--- config.mk ---
export PLATFORM = sky130hd
export DESIGN_NAME = alarm_sequencer
export DESIGN_NICKNAME = d
export VERILOG_FILES = /design/src/rtl/classic_clock_pkg.sv /design/src/rtl/alarm_sequencer_tone_gen.sv /design/src/rtl/alarm_sequencer.sv
export SDC_FILE = /design/constraint.sdc
export NUM_CORES = 1
export LEC_CHECK = 0
export ABC_AREA = 0
export BUFFER_PORTS_ARGS = -buffer_cell sky130_fd_sc_hd__buf_2
export CAP_MARGIN = 40
export CORE_ASPECT_RATIO = 0.5
export CORE_UTILIZATION = 63
export CTS_CLUSTER_SIZE = 40
export DETAILED_ROUTE_END_ITERATION = 7
export PLACE_DENSITY = 0.82
export SETUP_SLACK_MARGIN = 0.4
export SLEW_MARGIN = 20
export SYNTH_ARGS = -nofsm -noshare
export SYNTH_HDL_FRONTEND = slang
export SYNTH_SLANG_ARGS = --single-unit
--- constraint.sdc ---
create_clock -name clk -period 5.2 [get_ports clk]
set_clock_uncertainty 0.2 [all_clocks]
set_input_delay 1.04 -clock clk [delete_from_list [all_inputs] [get_ports clk]]
set_output_delay 1.04 -clock clk [all_outputs]
set_load 0.01 [all_outputs]
--- src/rtl/classic_clock_pkg.sv ---
`default_nettype none
// +----------------------------------------------------------------------+
// | classic_clock_pkg: shared types, defaults and helpers for the clock. |
// | Revision: 1.0                                                        |
// +----------------------------------------------------------------------+
package classic_clock_pkg;

    localparam int CLK_HZ_DEFAULT = 31_500_000;

    typedef enum logic [1:0] {
        IDLE    = 2'd0,
        RING    = 2'd1,
        SNOOZE  = 2'd2,
        LOCKOUT = 2'd3
    } alarm_state_t;

    // Ceiling log2, floored at 1 so a counter never collapses to zero width.
    function automatic int clog2(input int value);
        int width;
        int pow2;
        width = 0;
        pow2  = 1;
        while (pow2 < value) begin
            pow2  = pow2 * 2;
            width = width + 1;
        end
        return (width < 1) ? 1 : width;
    endfunction

endpackage
`default_nettype wire

--- src/rtl/alarm_sequencer_tone_gen.sv ---
`default_nettype none
// +----------------------------------------------------------------------+
// | tone_gen: enable-gated square-wave divider with synchronous restart.  |
// | Revision: 1.0                                                        |
// +----------------------------------------------------------------------+
module tone_gen
    import classic_clock_pkg::*;
#(
    parameter int HALF = 5
) (
    input  logic clk,
    input  logic reset,
    input  logic enable,
    input  logic restart,
    output logic tone
);

    localparam int               CNT_W  = clog2(HALF);
    localparam logic [CNT_W-1:0] c_last = CNT_W'(HALF - 1);

    logic [CNT_W-1:0] r_cnt;
    logic             r_tone;

    // Restart starts a fresh half-period with the output already high.
    always_ff @(posedge clk) begin
        if (reset) begin
            r_cnt  <= '0;
            r_tone <= 1'b0;
        end else if (restart) begin
            r_cnt  <= '0;
            r_tone <= 1'b1;
        end else if (!enable) begin
            r_cnt  <= '0;
            r_tone <= 1'b0;
        end else if (r_cnt == c_last) begin
            r_cnt  <= '0;
            r_tone <= ~r_tone;
        end else begin
            r_cnt  <= r_cnt + 1'b1;
        end
    end

    assign tone = r_tone;

endmodule
`default_nettype wire

--- src/rtl/alarm_sequencer.sv ---
`default_nettype none
// +----------------------------------------------------------------------+
// | alarm_sequencer: alarm-match to beeping buzzer with snooze/lockout.  |
// | Revision: 1.0                                                        |
// +----------------------------------------------------------------------+
module alarm_sequencer
    import classic_clock_pkg::*;
#(
    parameter int CLK_HZ      = CLK_HZ_DEFAULT,
    parameter int TONE_HZ     = 1575,
    parameter int RING_SECS   = 60,
    parameter int SNOOZE_SECS = 300,
    parameter int MAX_SNOOZE  = 3
) (
    input  logic clk,
    input  logic reset,
    input  logic sec_tick,
    input  logic al_on,
    input  logic alarm_match,
    input  logic snooze_pulse,
    output logic buzzer_out,
    output logic ringing,
    output logic snoozing
);

    localparam int HALF    = CLK_HZ / (2 * TONE_HZ);
    localparam int SEC_MAX = (RING_SECS > SNOOZE_SECS) ? RING_SECS : SNOOZE_SECS;
    localparam int SEC_W   = clog2(SEC_MAX);
    localparam int SNZ_W   = clog2(MAX_SNOOZE + 1);

    localparam logic [SEC_W-1:0] c_ring_last   = SEC_W'(RING_SECS - 1);
    localparam logic [SEC_W-1:0] c_snooze_last = SEC_W'(SNOOZE_SECS - 1);
    localparam logic [SNZ_W-1:0] c_max_snooze  = SNZ_W'(MAX_SNOOZE);

    if (HALF < 1 || RING_SECS < 2 || SNOOZE_SECS < 1 || MAX_SNOOZE < 0) begin : g_param_check
        $error("alarm_sequencer: illegal parameter combination");
    end

    alarm_state_t     r_state;
    alarm_state_t     w_state_nxt;
    logic [SEC_W-1:0] r_sec_cnt;
    logic [SEC_W-1:0] w_sec_nxt;
    logic [SNZ_W-1:0] r_snooze_cnt;
    logic [SNZ_W-1:0] w_snooze_nxt;
    logic             r_beep_phase;
    logic             w_beep_nxt;
    logic             r_match_q;
    logic             w_rise;
    logic             w_tone_restart;
    logic             w_tone_enable;

    assign w_rise = alarm_match & ~r_match_q;

    always_ff @(posedge clk) begin
        if (reset) begin
            r_state      <= IDLE;
            r_sec_cnt    <= '0;
            r_snooze_cnt <= '0;
            r_beep_phase <= 1'b0;
            r_match_q    <= 1'b0;
        end else begin
            r_state      <= w_state_nxt;
            r_sec_cnt    <= w_sec_nxt;
            r_snooze_cnt <= w_snooze_nxt;
            r_beep_phase <= w_beep_nxt;
            r_match_q    <= alarm_match;
        end
    end

    always_comb begin
        w_state_nxt    = r_state;
        w_sec_nxt      = r_sec_cnt;
        w_snooze_nxt   = r_snooze_cnt;
        w_beep_nxt     = r_beep_phase;
        w_tone_restart = 1'b0;

        if (!al_on) begin
            w_state_nxt  = IDLE;
            w_sec_nxt    = '0;
            w_snooze_nxt = '0;
            w_beep_nxt   = 1'b0;
        end else begin
            case (r_state)
                IDLE: begin
                    if (w_rise) begin
                        w_state_nxt    = RING;
                        w_sec_nxt      = '0;
                        w_snooze_nxt   = '0;
                        w_beep_nxt     = 1'b1;
                        w_tone_restart = 1'b1;
                    end
                end
                RING: begin
                    // Snooze is checked first so it beats a same-cycle timeout.
                    if (snooze_pulse && (r_snooze_cnt < c_max_snooze)) begin
                        w_state_nxt  = SNOOZE;
                        w_snooze_nxt = r_snooze_cnt + 1'b1;
                        w_sec_nxt    = '0;
                        w_beep_nxt   = 1'b0;
                    end else if (sec_tick) begin
                        if (r_sec_cnt == c_ring_last) begin
                            w_state_nxt = LOCKOUT;
                            w_sec_nxt   = '0;
                            w_beep_nxt  = 1'b0;
                        end else begin
                            w_sec_nxt      = r_sec_cnt + 1'b1;
                            w_beep_nxt     = ~r_beep_phase;
                            w_tone_restart = ~r_beep_phase;
                        end
                    end
                end
                SNOOZE: begin
                    if (sec_tick) begin
                        if (r_sec_cnt == c_snooze_last) begin
                            w_state_nxt    = RING;
                            w_sec_nxt      = '0;
                            w_beep_nxt     = 1'b1;
                            w_tone_restart = 1'b1;
                        end else begin
                            w_sec_nxt = r_sec_cnt + 1'b1;
                        end
                    end
                end
                LOCKOUT: begin
                    if (!alarm_match) begin
                        w_state_nxt = IDLE;
                    end
                end
                default: begin
                    w_state_nxt = IDLE;
                end
            endcase
        end
    end

    // The tone register follows the next state so the buzzer changes on the same edge.
    assign w_tone_enable = (w_state_nxt == RING) && w_beep_nxt;

    tone_gen #(
        .HALF (HALF)
    ) u_tone_gen (
        .clk     (clk),
        .reset   (reset),
        .enable  (w_tone_enable),
        .restart (w_tone_restart),
        .tone    (buzzer_out)
    );

    assign ringing  = (r_state == RING);
    assign snoozing = (r_state == SNOOZE);

endmodule
`default_nettype wire

==> impl_metrics.yaml, run 1 <==
run_status:
  run_status: "finished clean"
min_path:
  worstHoldPathType: "reg2reg"
  hold_path_end: "r_sec_cnt[1]"
  hold_start: "r_sec_cnt[1]"
  hold_depth: 2
routing:
  first_iter_violations: 135
  post_drt_wl_per_cell_um: 14.46
  wl_mm: 3.355
  drtPass1Iterations: 4
  ant_nets: 0
  route.detailed.drc: 0
  route.vias.total: 1380
  post_drt_via_cell_ratio: 5.948
placement:
  dp_hpwl_mm: 2.404
  placed_area_mm2: 0.001772
  placed_cells_incl_taps: 224
  gp_congestion: 0.8481
  io_buffers: 8
synthesis:
  ys_seq_elements: 30
  yosys_warnings: 0
  synth.top_cells.by_area: "sky130_fd_sc_hd__dfxtp_1 (35%), sky130_fd_sc_hd__ha_1 (5.8%), sky130_fd_sc_hd__nor3_2 (5.8%), sky130_fd_sc_hd__xor2_1 (5.6%), sky130_fd_sc_hd__a21oi_1 (2.9%)"
  synth_cell_type_count: 48
  yosys_most_used_dff: "sky130_fd_sc_hd__dfxtp_1"
  synthesis.nets: 199
  seq_area_frac_synth_pct: 34.76
  synth_area_mm2: 0.001728
  synthCells: 185
  synth_area_per_cell_um2: 9.340
  synth_largest_type_area_fraction_pct: 34.76
  netlist.top_cell.by_area: "sky130_fd_sc_hd__dfxtp_1"
  synth-edff-count: 0
  async_sr_flop_fraction_pct: 0
run:
  maxCapViolations: 0
worst_setup_path:
  ff2ff_path_depth: 6
  setup.worst_path.class: "in2reg"
  crit_path_cell_trace: "buf_2 > nor2b_1 > a31oi_1 > o31ai_1 > a211o_1 > o32ai_1"
  worst_r2r_endpoint: "u_tone_gen.r_cnt[3]"
  crit_path_start_kind: "input pin"
  slowest_delay_ns: 0.61
  cpLargestDelayFamily: "compound AO/OA/AOI/OAI gates"
  cp_slowest_cell: "sky130_fd_sc_hd__a211o_1"
  worstPathMaxFanout: 15
  critPathCaptureType: "flip-flop"
  timing.reg2reg.setup_slack_ns: 2.58
  worst-path-buf-inv: 1
  crit_arrival_ns: 2.70
  critPathRequiredTime_ns: 5.15
  source_of_the_worst_register_to_register_timing_path: "r_state[0]"
finish:
  layout.nets: 210
  antennaDiodeCount: 0
  final_common_cell: "sky130_fd_sc_hd__dfxtp_1"
  sequential_cell_area_um2: 600.6
  layout_common_cells: "sky130_fd_sc_hd__dfxtp_1 (30), sky130_fd_sc_hd__nor2_1 (12), sky130_fd_sc_hd__xor2_1 (11)"
  stdcell_area_mm2: 0.001867
  total_area_of_multi_input_combinational_cells_mm2: 0.001057
  fillCellCount: 166
  post_route_cells_drive_above_1_share_pct: 17.26
  syn2layout_area_growth_pct: 8.038
  utilization_pct: 77.71
  final_cell_count_no_fill: 232
die:
  die-area_mm2: 0.002969
  die_y_um: 39.03
  start_util_pct: 71.93
  floorplan.die.width_um: 76.07
  boundaryPins: 9
  fp.coreArea_mm2: 0.002402
  rows: 12
power:
  total_power_consumption_mw: 0.4739
  peakVddDrop_uv: 189.4
  reported_leakage_power_nw: 0.6440
  power_density_over_the_cells_mw_per_mm2: 253.9
clock_network:
  buffers_inserted_by_post_cts_timing_repair: 0
  cts.repair.resized: 0
  buffer_depth_of_the_longest_clock_path: 2
  clock_sinks: 30
  clock_tree_from_tritoncts: "yes"
  numCtsBuffers: 5
  clk_pin_slew_ns: 0.07
  cts-hold-fix-buffers: 0
  cts_max_level: 2
  cts_root_buf: "sky130_fd_sc_hd__clkbuf_8"
  clkLatencyLatePin_ns: 0.29
timing:
  rsz_0062_raised_after_global_routing: "false"
  timing_max_transition_violations_final: 0
  final.min_clock_period_ns: 2.751
  setup-tns-final_ns: 0
  max_freq_mhz: 363.5
  max-slew-margin-rel_pct: 56.87
  min_period_over_period_pct: 52.91
  report.final.setup_viol: 0
  finalHoldViolations: 0
  worstMarginPinSlew_ns: 0.6470
global_routing:
  grt_usage_pct: 25.97
  number_of_antenna_violations_at_the_first_check_in_global_routing: 0
  grt_max_degree: 16
  wire_length_of_the_first_global_routing_pass_mm: 5.582
  first_global_vias: 1262
  globalRouteOverflowTotal: 0
[synthesized netlist by cell type, types with 4 or more instances]
| master | n |
|---|---|
| sky130_fd_sc_hd__a21oi_1 | 10 |
| sky130_fd_sc_hd__dfxtp_1 | 30 |
| sky130_fd_sc_hd__ha_1 | 8 |
| sky130_fd_sc_hd__inv_1 | 8 |
| sky130_fd_sc_hd__nand2_1 | 10 |
| sky130_fd_sc_hd__nand2b_1 | 5 |
| sky130_fd_sc_hd__nand3_1 | 7 |
| sky130_fd_sc_hd__nand4_1 | 4 |
| sky130_fd_sc_hd__nor2_1 | 12 |
| sky130_fd_sc_hd__nor2b_1 | 4 |
| sky130_fd_sc_hd__nor3_1 | 7 |
| sky130_fd_sc_hd__nor3_2 | 10 |
| sky130_fd_sc_hd__o211ai_1 | 5 |
| sky130_fd_sc_hd__o21ai_0 | 7 |
| sky130_fd_sc_hd__or3_1 | 4 |
| sky130_fd_sc_hd__xnor2_1 | 5 |
| sky130_fd_sc_hd__xor2_1 | 11 |
[stage by stage]
stage / worst slack [ns] / hold slack, ns
after floorplan: 2.589 / 0.2487
after global placement: 2.249 / 0.2651
after detailed placement: 2.142 / 0.2829
after CTS: 2.443 / 0.2918
after global routing: 2.287 / 0.3106
final: 2.449 / 0.2891
[sequential cells by signal, summed over array words and instances, names as in the netlist]
name / cells
r_sec_cnt: 9
r_match_q: 1
r_snooze_cnt: 2
u_tone_gen.tone: 1
u_tone_gen.r_cnt: 14
r_state: 2
r_beep_phase: 1
[logic make-up after synthesis]
family	Yosys count	synth area share, %
and+or+nand+nor	78	28.75
AOI/OAI and AO/OA	40	17.96
DFF	30	34.76
xor gates and xnor gates	16	8.110
buffers and inverters	12	4.055
adders and majority gates	8	5.793
muxes	1	0.5793
[routing by layer]
metal  routed length [um]  GRT usage, %
met5                    0             0
met4                   32         7.692
met2                 1527         45.23
met1                 1587         30.28
met3                  208         10.82
[worst min-delay path, delay by kind of cell, from the launching register on]
kind | cells | cell delay [ns]
AOI/OAI and AO/OA | 1 | 0.06
and+or+nand+nor | 1 | 0.06
DFF | 1 | 0.33
[worst max-delay path by stage]
stage                 start                  end  slack (ns)  cells past startpoint
5_1_grt        snooze_pulse      u_tone_gen.tone        2.29                      6
3_3_place_gp   snooze_pulse  u_tone_gen.r_cnt[3]        2.25                      6
6_report       snooze_pulse      u_tone_gen.tone        2.45                      6
4_1_cts        snooze_pulse      u_tone_gen.tone        2.44                      6
2_1_floorplan  snooze_pulse  u_tone_gen.r_cnt[6]        2.59                      6
3_5_place_dp   snooze_pulse      u_tone_gen.tone        2.14                      6
[where the power goes]
part	switching (mW)	internal, mW	total, mW
clock	0.0920	0.106	0.198
sequential	0.00196	0.232	0.234
combinational	0.0285	0.0135	0.0420
[cell type report]
class                           count  area share [%]
Multi-Input combinational cell    143           56.64
Sequential cell                    30           32.17
Clock buffer                        6           4.424
Tap cell                           35           2.346
Timing Repair Buffer                8           2.145
Inverter                            8           1.609
Clock inverter                      2          0.6702
Note: power is estimated with default switching activity, not from simulation.
==> run 2: changes to the inputs <==
--- a/config.mk
+++ b/config.mk
@@ -9,10 +9,10 @@
 export BUFFER_PORTS_ARGS = -buffer_cell sky130_fd_sc_hd__buf_2
 export CAP_MARGIN = 40
 export CORE_ASPECT_RATIO = 0.5
-export CORE_UTILIZATION = 63
+export CORE_UTILIZATION = 60
 export CTS_CLUSTER_SIZE = 40
 export DETAILED_ROUTE_END_ITERATION = 7
-export PLACE_DENSITY = 0.82
+export PLACE_DENSITY = 0.78
 export SETUP_SLACK_MARGIN = 0.4
 export SLEW_MARGIN = 20
 export SYNTH_ARGS = -nofsm -noshare
==> constraint.sdc (replaced) <==
create_clock -name clk -period 2.7 [get_ports clk]
set_clock_uncertainty 0.2 [all_clocks]
set_input_delay 0.54 -clock clk [delete_from_list [all_inputs] [get_ports clk]]
set_output_delay 0.54 -clock clk [all_outputs]
set_load 0.01 [all_outputs]
==> run 2 against run 1 <==
  * Wire length increased by 7.1%
  * Sequential share of layout area decreased by 1.6 points
  * Via count increased by 3.8%
  * Worst hold slack got worse by 0.027 ns
  * Worst setup slack got worse by 2.0 ns
  * Clock-buffer cell count increased by 1
  * Clock power increased by 69%
  * Die area increased by 4.8%
  * Sequential power increased by 93%
  * Critical path depth increased by 1
  * Critical endpoint is now u_tone_gen.r_cnt[2]
==> impl_metrics.yaml, run 2 (synthesis gave the netlist of run 1 again) <==
finish:
  max_reg_flops: 14
  layout_common_cells: "sky130_fd_sc_hd__dfxtp_1 (26), sky130_fd_sc_hd__nor2_1 (12), sky130_fd_sc_hd__xor2_1 (11), sky130_fd_sc_hd__nor3_2 (11)"
  register_ranked_first_by_flip_flop_count: "u_tone_gen.r_cnt"
  layout.nets: 219
  post_route_cells_drive_above_1_share_pct: 25.37
  antennaDiodeCount: 0
  syn2layout_area_growth_pct: 14.77
  biggestRegsByFlops: "u_tone_gen.r_cnt: 14 flops, r_sec_cnt: 9 flops"
  final_common_cell: "sky130_fd_sc_hd__dfxtp_1"
die:
  boundaryPins: 9
  die_y_um: 39.95
  rows: 13
  start_util_pct: 64.77
  die-area_mm2: 0.003111
  floorplan.die.width_um: 77.89
  fp.coreArea_mm2: 0.002668
power:
  power.share.sequential_pct: 50.9
  power_density_over_the_cells_mw_per_mm2: 446.7
  total_power_consumption_mw: 0.8858
  switching_share_pct: 25.10
  power.share.combinational_pct: 11.3
  reported_leakage_power_nw: 0.6766
  netSwitchingPower_mw: 0.2223
  peakVddDrop_uv: 298.4
  power.share.clock_pct: 37.8
  intPower_mw: 0.6635
worst_setup_path:
  worst_r2r_endpoint: "u_tone_gen.r_cnt[2]"
  timing.reg2reg.setup_slack_ns: 0.47
  setup.worst_path.class: "reg2reg"
  ff2ff_path_depth: 7
  worstPathMaxFanout: 7
  cp_slowest_cell: "sky130_fd_sc_hd__or3_4"
  crit_path_start_kind: "flip-flop"
  slowest_delay_ns: 0.40
  crit_arrival_ns: 2.19
  critPathRequiredTime_ns: 2.66
  critPathCaptureType: "flip-flop"
  crit_path_cell_trace: "ha_4 > and4b_2 > and4_2 > or3_4 > o2111ai_4 > buf_6 > nor3_1"
  source_of_the_worst_register_to_register_timing_path: "r_sec_cnt[0]"
timing:
  min_period_over_period_pct: 82.53
  finalWorstSetupSlack_ns: 0.4718
  final.min_clock_period_ns: 2.228
  finalHoldViolations: 0
  setup-tns-final_ns: 0
  rsz_0062_raised_after_global_routing: "false"
  max-slew-margin-rel_pct: 66.59
  worstMarginPinSlew_ns: 0.4989
  timing_max_transition_violations_final: 0
  report.final.setup_viol: 0
  max_freq_mhz: 448.8
placement:
  io_buffers: 8
  place_ws_ns: 0.1663
  dp_hpwl_mm: 2.513
  gp_congestion: 0.7834
global_routing:
  first_global_vias: 1270
  wire_length_of_the_first_global_routing_pass_mm: 5.637
  number_of_antenna_violations_at_the_first_check_in_global_routing: 0
  grt_usage_pct: 24.82
  grt_max_degree: 15
  globalRouteOverflowTotal: 0
clock_network:
  cts-hold-fix-buffers: 0
  clock_tree_from_tritoncts: "yes"
  clkLatencyLatePin_ns: 0.28
  cts_root_buf: "sky130_fd_sc_hd__clkbuf_8"
  clock_sinks: 30
  buffer_depth_of_the_longest_clock_path: 2
  cts_max_level: 2
  clk_pin_slew_ns: 0.06
  numCtsBuffers: 5
routing:
  route.detailed.drc: 0
  ant_nets: 0
  post_drt_wl_per_cell_um: 14.84
  wl_mm: 3.592
  first_iter_violations: 69
  post_drt_via_cell_ratio: 5.921
  route.vias.total: 1433
  drtPass1Iterations: 4
min_path:
  worstHoldPathType: "in2reg"
  hold_start: "reset"
  hold_path_end: "r_match_q"
  hold_depth: 2
run:
  maxCapViolations: 0
run_status:
  run_status: "finished clean"
==> run 2: cell count changes in the layout (fill, tap and decap cells not counted), moves of 2 or more <==
| cell | previous run | this run |
|---|---|---|
| sky130_fd_sc_hd__and4b_2 | 0 | 2 |
| sky130_fd_sc_hd__ha_4 | 0 | 2 |
| sky130_fd_sc_hd__dfxtp_1 | 30 | 26 |
| sky130_fd_sc_hd__ha_1 | 8 | 4 |
| sky130_fd_sc_hd__clkbuf_1 | 0 | 2 |
| sky130_fd_sc_hd__and4b_1 | 2 | 0 |
| sky130_fd_sc_hd__dfxtp_2 | 0 | 4 |
| sky130_fd_sc_hd__ha_2 | 0 | 2 |
| sky130_fd_sc_hd__buf_4 | 0 | 7 |
| sky130_fd_sc_hd__buf_6 | 0 | 2 |
==> run 2: stage by stage <==
| step | hold slack (ns) | std cells | util, % | area (um2) |
|---|---|---|---|---|
| CTS | 0.2614 | 239 | 71.67 | 1912 |
| global placement | 0.2693 | 230 | 67.64 | 1804 |
| floorplan | 0.2487 | 185 | - | 1728 |
| global route | 0.2723 | 242 | 74.34 | 1983 |
| finish | 0.2625 | 242 | 74.34 | 1983 |
| detailed placement | 0.2821 | 230 | 67.64 | 1804 |
==> run 2: power groups by stage <==
stage                     registers (mW)  clock network [mW]  logic, mW
after floorplan                    0.459                   0     0.0693
after global placement             0.459                   0     0.0840
after detailed placement           0.460                   0     0.0853
after CTS                          0.450               0.339     0.0926
after global routing               0.451               0.364      0.109
final                              0.451               0.335     0.0998
==> run 2: how the worst max path moves through the flow <==
| stage | startpoint | endpoint |
|---|---|---|
| 5_1_grt | r_state[1] | u_tone_gen.r_cnt[4] |
| 6_report | r_sec_cnt[0] | u_tone_gen.r_cnt[2] |
| 2_1_floorplan | r_state[0] | u_tone_gen.r_cnt[10] |
| 3_3_place_gp | snooze_pulse | u_tone_gen.r_cnt[4] |
| 3_5_place_dp | r_state[0] | u_tone_gen.r_cnt[5] |
| 4_1_cts | r_sec_cnt[0] | u_tone_gen.r_cnt[11] |
==> run 2: what timing repair did <==
action / 4_1_cts / 5_1_grt
pin swaps: 3 / 8
setup endpoints to repair: 15 / 15
resized for setup: 3 / 14
buffers inserted: 2 / 3
==> run 2: layout make-up <==
cell class,count,area (um2)
clock buffers,7,76.32
fillers,213,684.4
inverters,8,30.03
multi-input cells,143,1110
flip-flops and latches,30,605.6
well taps,37,46.29
repair buffers,17,115.1
==> run 2: routing by layer <==
layer / part of all wire [%] / vias to the layer above / routed length (um) / GRT usage [%]
li1: - / 723 / - / -
met1: 49 / 674 / 1760 / 29.86
met2: 46 / 31 / 1657 / 45.35
met3: 4.0 / 5 / 144 / 7.273
met4: 0.84 / 0 / 30 / 7.407
met5: 0 / - / 0 / 0
==> run 2: worst max-delay path: cells and delay by family (launching register included) <==
kind / cells / cell delay (ns)
AND/OR/NAND/NOR: 4 / 0.97
flip-flops: 1 / 0.35
AO/OA/AOI/OAI: 1 / 0.24
adder cells (fa/ha/maj): 1 / 0.18
buffers and inverters: 1 / 0.17
